--- src/rtl/vram_pkg.sv ---
// Shared constants and types for the VRAM port arbiter.
package vram_pkg;

  localparam int unsigned VRAM_ADDR_W = 18;
  localparam int unsigned VRAM_DATA_W = 16;

  typedef enum logic [1:0] {
    IDLE   = 2'd0,
    ACCESS = 2'd1,
    TURN   = 2'd2
  } state_e;

  // Requester ids recorded with each granted access
  localparam logic DISP = 1'b0;
  localparam logic MPU  = 1'b1;

endpackage

--- src/rtl/vram_request_latch.sv ---
// Holds the fields of the granted request for the duration of its VRAM access.
module vram_request_latch
  import vram_pkg::*;
#(
  parameter int unsigned ADDR_W = VRAM_ADDR_W,
  parameter int unsigned DATA_W = VRAM_DATA_W
) (
  input  logic              clk,
  input  logic              reset,
  input  logic              grant,
  input  logic              grant_owner,
  input  logic [ADDR_W-1:0] disp_addr,
  input  logic              mpu_wr,
  input  logic [1:0]        mpu_be,
  input  logic [ADDR_W-1:0] mpu_addr,
  input  logic [DATA_W-1:0] mpu_wdata,
  output logic              owner,
  output logic              wr,
  output logic [1:0]        be,
  output logic [ADDR_W-1:0] addr,
  output logic [DATA_W-1:0] wdata
);

  logic              owner_q, owner_d;
  logic              wr_q, wr_d;
  logic [1:0]        be_q, be_d;
  logic [ADDR_W-1:0] addr_q, addr_d;
  logic [DATA_W-1:0] wdata_q, wdata_d;

  // Capture the winner's fields on grant; display is always a full-word read
  always_comb begin
    owner_d = owner_q;
    wr_d    = wr_q;
    be_d    = be_q;
    addr_d  = addr_q;
    wdata_d = wdata_q;
    if (grant) begin
      if (grant_owner == MPU) begin
        owner_d = MPU;
        wr_d    = mpu_wr;
        be_d    = mpu_be;
        addr_d  = mpu_addr;
        wdata_d = mpu_wdata;
      end else begin
        owner_d = DISP;
        wr_d    = 1'b0;
        be_d    = 2'b11;
        addr_d  = disp_addr;
      end
    end
  end

  // Latch registers
  always_ff @(posedge clk or posedge reset) begin
    if (reset) begin
      owner_q <= DISP;
      wr_q    <= 1'b0;
      be_q    <= 2'b00;
      addr_q  <= '0;
      wdata_q <= '0;
    end else begin
      owner_q <= owner_d;
      wr_q    <= wr_d;
      be_q    <= be_d;
      addr_q  <= addr_d;
      wdata_q <= wdata_d;
    end
  end

  assign owner = owner_q;
  assign wr    = wr_q;
  assign be    = be_q;
  assign addr  = addr_q;
  assign wdata = wdata_q;

endmodule

--- src/rtl/vram_arbiter.sv ---
// Shares the VRAM port between display fetch and MPU with bounded MPU latency.
module vram_arbiter
  import vram_pkg::*;
#(
  parameter int unsigned ACCESS_CYCLES = 2,
  parameter int unsigned MPU_MAX_WAIT  = 4,
  parameter int unsigned ADDR_W        = VRAM_ADDR_W,
  parameter int unsigned DATA_W        = VRAM_DATA_W
) (
  input  logic              clk,
  input  logic              reset,
  input  logic              disp_req,
  input  logic [ADDR_W-1:0] disp_addr,
  output logic              disp_ack,
  output logic              disp_rvalid,
  output logic [DATA_W-1:0] disp_rdata,
  input  logic              mpu_req,
  input  logic              mpu_wr,
  input  logic [1:0]        mpu_be,
  input  logic [ADDR_W-1:0] mpu_addr,
  input  logic [DATA_W-1:0] mpu_wdata,
  output logic              mpu_ack,
  output logic              mpu_rvalid,
  output logic [DATA_W-1:0] mpu_rdata,
  output logic              vram_en,
  output logic              vram_rd,
  output logic              vram_wr,
  output logic [1:0]        vram_be,
  output logic [ADDR_W-1:0] vram_addr,
  output logic [DATA_W-1:0] vram_data_out,
  input  logic [DATA_W-1:0] vram_data_in
);

  localparam int unsigned        CNT_W    = (ACCESS_CYCLES > 1) ? $clog2(ACCESS_CYCLES) : 1;
  localparam int unsigned        WAIT_W   = $clog2(MPU_MAX_WAIT + 1);
  localparam logic [CNT_W-1:0]   LAST_CNT = CNT_W'(ACCESS_CYCLES - 1);
  localparam logic [WAIT_W-1:0]  WAIT_MAX = WAIT_W'(MPU_MAX_WAIT);

  state_e            state_q, state_d;
  logic [CNT_W-1:0]  cnt_q, cnt_d;
  logic [WAIT_W-1:0] wait_q, wait_d;
  logic              vram_en_q, vram_en_d;
  logic              vram_rd_q, vram_rd_d;
  logic              vram_wr_q, vram_wr_d;
  logic [1:0]        vram_be_q, vram_be_d;
  logic              disp_rvalid_q, disp_rvalid_d;
  logic              mpu_rvalid_q, mpu_rvalid_d;
  logic [DATA_W-1:0] disp_rdata_q, disp_rdata_d;
  logic [DATA_W-1:0] mpu_rdata_q, mpu_rdata_d;

  logic              last_cyc, mpu_win, disp_win, win_wr, can_grant, defer, grant;
  logic              nxt_wr;
  logic [1:0]        nxt_be;
  logic              lat_owner, lat_wr;
  logic [1:0]        lat_be;
  logic [ADDR_W-1:0] lat_addr;
  logic [DATA_W-1:0] lat_wdata;

  // Priority and grant window; a read following a write waits one turnaround cycle
  always_comb begin
    last_cyc  = (state_q == ACCESS) && (cnt_q == LAST_CNT);
    mpu_win   = mpu_req && (!disp_req || (wait_q == WAIT_MAX));
    disp_win  = disp_req && !mpu_win;
    win_wr    = mpu_win && mpu_wr;
    can_grant = (state_q == IDLE) || (state_q == TURN) || last_cyc;
    defer     = last_cyc && lat_wr && (disp_win || mpu_win) && !win_wr;
    grant     = can_grant && (disp_win || mpu_win) && !defer;
  end

  assign disp_ack = grant && disp_win && !reset;
  assign mpu_ack  = grant && mpu_win && !reset;

  // Next state, starvation counter, bus controls and read-data capture
  always_comb begin
    state_d       = state_q;
    cnt_d         = cnt_q;
    wait_d        = wait_q;
    disp_rvalid_d = 1'b0;
    mpu_rvalid_d  = 1'b0;
    disp_rdata_d  = disp_rdata_q;
    mpu_rdata_d   = mpu_rdata_q;

    case (state_q)
      IDLE:   if (grant) state_d = ACCESS;
      ACCESS: begin
        if (!last_cyc)  cnt_d = cnt_q + CNT_W'(1);
        else if (grant) state_d = ACCESS;
        else if (defer) state_d = TURN;
        else            state_d = IDLE;
      end
      TURN:   state_d = grant ? ACCESS : IDLE;
      default: state_d = IDLE;
    endcase
    if (grant) cnt_d = '0;

    if (!mpu_req || (grant && mpu_win))
      wait_d = '0;
    else if (grant && disp_win && (wait_q != WAIT_MAX))
      wait_d = wait_q + WAIT_W'(1);

    if (last_cyc && !lat_wr) begin
      if (lat_owner == MPU) begin
        mpu_rvalid_d = 1'b1;
        mpu_rdata_d  = vram_data_in;
      end else begin
        disp_rvalid_d = 1'b1;
        disp_rdata_d  = vram_data_in;
      end
    end

    nxt_wr    = grant ? win_wr : lat_wr;
    nxt_be    = grant ? (mpu_win ? mpu_be : 2'b11) : lat_be;
    vram_en_d = (state_d == ACCESS);
    vram_rd_d = vram_en_d && !nxt_wr;
    vram_wr_d = vram_en_d && nxt_wr;
    vram_be_d = vram_en_d ? nxt_be : 2'b00;
  end

  // State and output registers; reset aborts any access in flight
  always_ff @(posedge clk or posedge reset) begin
    if (reset) begin
      state_q       <= IDLE;
      cnt_q         <= '0;
      wait_q        <= '0;
      vram_en_q     <= 1'b0;
      vram_rd_q     <= 1'b0;
      vram_wr_q     <= 1'b0;
      vram_be_q     <= 2'b00;
      disp_rvalid_q <= 1'b0;
      mpu_rvalid_q  <= 1'b0;
      disp_rdata_q  <= '0;
      mpu_rdata_q   <= '0;
    end else begin
      state_q       <= state_d;
      cnt_q         <= cnt_d;
      wait_q        <= wait_d;
      vram_en_q     <= vram_en_d;
      vram_rd_q     <= vram_rd_d;
      vram_wr_q     <= vram_wr_d;
      vram_be_q     <= vram_be_d;
      disp_rvalid_q <= disp_rvalid_d;
      mpu_rvalid_q  <= mpu_rvalid_d;
      disp_rdata_q  <= disp_rdata_d;
      mpu_rdata_q   <= mpu_rdata_d;
    end
  end

  vram_request_latch #(
    .ADDR_W(ADDR_W),
    .DATA_W(DATA_W)
  ) u_latch (
    .clk         (clk),
    .reset       (reset),
    .grant       (grant),
    .grant_owner (mpu_win),
    .disp_addr   (disp_addr),
    .mpu_wr      (mpu_wr),
    .mpu_be      (mpu_be),
    .mpu_addr    (mpu_addr),
    .mpu_wdata   (mpu_wdata),
    .owner       (lat_owner),
    .wr          (lat_wr),
    .be          (lat_be),
    .addr        (lat_addr),
    .wdata       (lat_wdata)
  );

  assign vram_en       = vram_en_q;
  assign vram_rd       = vram_rd_q;
  assign vram_wr       = vram_wr_q;
  assign vram_be       = vram_be_q;
  assign vram_addr     = lat_addr;
  assign vram_data_out = lat_wdata;
  assign disp_rvalid   = disp_rvalid_q;
  assign disp_rdata    = disp_rdata_q;
  assign mpu_rvalid    = mpu_rvalid_q;
  assign mpu_rdata     = mpu_rdata_q;

endmodule
--- config.mk ---
export PLATFORM = sky130hd
export DESIGN_NAME = vram_arbiter
export DESIGN_NICKNAME = d
export VERILOG_FILES = /design/src/rtl/vram_pkg.sv /design/src/rtl/vram_request_latch.sv /design/src/rtl/vram_arbiter.sv
export SDC_FILE = /design/constraint.sdc
export NUM_CORES = 1
export LEC_CHECK = 0
export CAP_MARGIN = 20
export CORE_MARGIN = 5
export CORE_UTILIZATION = 41
export CTS_CLUSTER_DIAMETER = 80
export DETAILED_ROUTE_END_ITERATION = 7
export PLACE_DENSITY = 0.77
export SLEW_MARGIN = 40
export SYNTH_ARGS = -nofsm -noshare
export SYNTH_HDL_FRONTEND = slang
export SYNTH_HIERARCHICAL = 1
export SYNTH_SLANG_ARGS = --single-unit
--- constraint.sdc ---
create_clock -name clk -period 3.4 [get_ports clk]
set_input_delay 0.34 -clock clk [delete_from_list [all_inputs] [get_ports clk]]
set_output_delay 0.34 -clock clk [all_outputs]
set_load 0.05 [all_outputs]
==> results.py <==
metrics = {
    "outcome": {
        "outcome": "completed",
    },
    "placement": {
        "detailedPlace.worstSlack_ns": 0.657,
        "place.gp.congestion": 0.797,
        "place_hpwl_um": 6920,
        "port_buffers": 149,
    },
    "timing": {
        "slew_headroom_pct": 61.5,
        "fin_setup_tns_ns": 0,
        "grt_setup_unrepaired": "no",
        "setup_ws_ns": 0.882,
        "skew_ns": 0.0134,
        "final.hold.worst_slack_ns": 0.403,
        "max_freq_mhz": 397,
        "setup_viol": 0,
        "post-route-period-util_pct": 74.0,
        "finalHoldViolCount": 0,
        "period_minus_slack_ns": 2.52,
        "tightestPinTransition_ns": 0.577,
        "report.final.slew_viol_count": 0,
    },
    "clocking": {
        "cts_tree": "yes",
        "post_cts.repair.setup_buffers": 0,
        "clk_latency_ns": 0.34,
        "cts_inserted_buffers": 9,
        "hold_buffers": 0,
        "cts_max_level": 3,
        "cts_root_buf": "clkbuf_8",
        "postCtsResizedCells": 0,
        "cts_buffer_depth": 2,
        "cts_num_sinks": 83,
        "worst_setup_hold_path_clk_slew_ns": 0.08,
    },
    "global_routing": {
        "grt_antenna_before_repair": 0,
        "grt_pass1_vias": 2873,
        "largest_net_degree_at_the_start_of_global_routing": 43,
        "grt_pass1_wl_um": 14300,
        "global_route.overflow_total": 0,
        "gr-usage-all-layers_pct": 17.4,
    },
    "die": {
        "vertical_extent_of_the_die_um": 103,
        "die_x_um": 103,
        "ioPinCount": 150,
        "initial_utilization_pct": 41.6,
        "fp-row-count": 34,
        "fp.coreArea_um2": 8590,
        "die_area_um2": 10700,
    },
    "setup_path": {
        "critical_path.slowest_cell": "dfrtp_1",
        "worst_setup_path_end_kind": "primary output",
        "critical-path-top-delay-family": "buffers and inverters",
        "crit_path_max_fanout": 16,
        "path_cells": "inv_1 -> ha_1 -> a21bo_2 -> and2_1 -> buf_4 -> nor3_1 -> buf_4",
        "timing.critical_path.arrival_ns": 2.18,
        "data_required_time_of_the_critical_path_ns": 3.06,
        "critical_path_class": "register to primary output",
        "cp.buffers_inverters": 3,
        "critical_path.startpoint_type": "register",
        "path_common_cell": "buf_4",
        "cpPeakStageDelay_ns": 0.41,
    },
    "synth": {
        "main_synth_ff_type": "dfrtp_1",
        "number_of_distinct_library_cell_variants_in_the_gate_level_netlist_after_synthesis": 40,
        "post_synth_inst_count": 266,
        "yosys_register_bits": 83,
        "syn_avg_cell_area_um2": 13.4,
        "yosysSeqAreaShare_pct": 58.1,
        "post_synth_instance_area_um2": 3580,
        "synth.yosys.warnings": 6,
        "synth_edf_count": 0,
        "synth-async-reset-ratio_pct": 100,
        "postSynthNetCount": 343,
    },
    "routing": {
        "detailedRoute.firstPassIterationCount": 4,
        "postRouteAntennaNets": 0,
        "detail_route.iter0.violations": 37,
        "post_drt_wl_per_cell_um": 17.1,
        "route.final.wire_length_um": 9110,
        "drcViolationCount": 0,
        "avgViaCountPerCell": 4.96,
        "vias": 2644,
    },
    "power": {
        "max-vdd-ir-drop_v": 0.000547,
        "power.density_nw_per_um2": 1140,
        "pleak_nw": 2.33,
        "design_power_total_w": 0.00618,
    },
    "finish": {
        "finish.net_count": 497,
        "n_diodes": 0,
        "postLayoutCoreUtil_pct": 62.8,
        "post_route_cells_drive_above_1_share_pct": 19.1,
        "syn2layout_area_growth_pct": 50.9,
    },
    "min_path": {
        "worst_hold_path_type": "input port to async pin",
    },
    "run": {
        "maxCapViolCount": 0,
    },
}
==> cell usage after synthesis, types with 2 or more instances <==
master     count  share of area, %
clkbuf_1       3              0.31
buf_2          3              0.42
nand2_1        6              0.63
mux2_4        26                11
o21ai_0        7              0.98
a2bb2oi_1      2              0.49
dfrtp_1       83                58
mux2i_1       18               5.0
a21oi_1       22               3.1
a22oi_1        2              0.42
ha_1           2              0.70
buf_6          2              0.63
nand3_1        3              0.42
nor3_1         2              0.28
inv_1         11               1.2
nor2_1        27               2.8
mux2_2        22               6.9
buf_4          3              0.63
==> power breakdown <==
group | internal (W) | switching (W) | leakage, nW
logic | 0.00137 | 0.00227 | 1.25
registers | 0.00146 | 0.000287 | 0.971
clock network | 0.000438 | 0.000352 | 0.110
total | 0.00326 | 0.00291 | 2.33
==> stage by stage <==
| step | cells | instance area (um^2) |
|---|---|---|
| after floorplan | 266 | 3580 |
| after global placement | 517 | 5170 |
| after detailed placement | 517 | 5170 |
| after CTS | 533 | 5400 |
| after global routing | 533 | 5400 |
| final | 533 | 5400 |
==> state kept, by name (all words and copies together) (netlist names), 2 cells and up <==
register,count
u_latch/be,2
mpu_rdata,16
u_latch/addr,18
u_latch/wdata,16
disp_rdata,16
wait_q,3
state_q,2
vram_be,2
==> placed cells by master, fill, tap and decap left out, drive strengths merged, types with 2 or more instances in the layout <==
master         instances
nand3                  4
mux2                  48
ha                     2
mux2i                 18
bufinv                 2
nand2                  7
nor2                  27
a22oi                  2
dfrtp                 83
inv                   12
clkdlybuf4s50        147
o21ai                  7
a2bb2oi                3
nor3b                  2
clkbuf                11
buf                    8
a21oi                 22
clkinv                 2
nor3                   2
==> routing by layer <==
layer  vias up  wire, um  global-route usage, %
met5         -         0                      0
met4         0        85                   5.08
met3         7      1150                   8.12
met2       120      4380                   29.1
met1      1283      3500                   20.1
li1       1234         -                      -
==> logic make-up (layout without fill, tap and decap cells) <==
family / count (synthesis) / after routing / synth area share [%]
AO/OA/AOI/OAI: 41 / 41 / 7.17
adder cells (fa/ha/maj): 2 / 2 / 0.699
buffers and inverters: 24 / 183 / 3.67
flip-flops: 83 / 83 / 58.1
multiplexers: 66 / 66 / 22.9
AND/OR/NAND/NOR: 50 / 50 / 7.52
==> layout make-up <==
class | instances | area (um^2)
clock inverters | 5 | 85.1
inverters | 12 | 46.3
repair buffers | 155 | 1540
clock buffers | 11 | 141
well taps | 108 | 135
fillers | 699 | 3200
flip-flops and latches | 83 | 2080
multi-input cells | 159 | 1370
==> worst register-to-register path, cell delays in order (launching register included) <==
cell	delay, ns
dfrtp_1	0.41
inv_1	0.06
ha_1	0.22
a21bo_2	0.26
a311oi_2	0.37
a2bb2oi_2	0.29
inv_1	0.13
nand2_4	0.25
mux2_2	0.38
==> path summary, 6_finish.rpt <==
kind	start	end	slack, ns	cells after the start
max	wait_q[0]	disp_ack	0.88	7
min	reset	wait_q[0]	0.40	2
max reg2reg	wait_q[0]	u_latch/wdata[8]	0.92	8
min reg2reg	mpu_rdata[8]	mpu_rdata[8]	0.51	1
max in group asynchronous	reset	vram_rd	2.40	3
min in group clk	mpu_rdata[8]	mpu_rdata[8]	0.51	1
No activity file was read; power rests on OpenSTA's default activity.
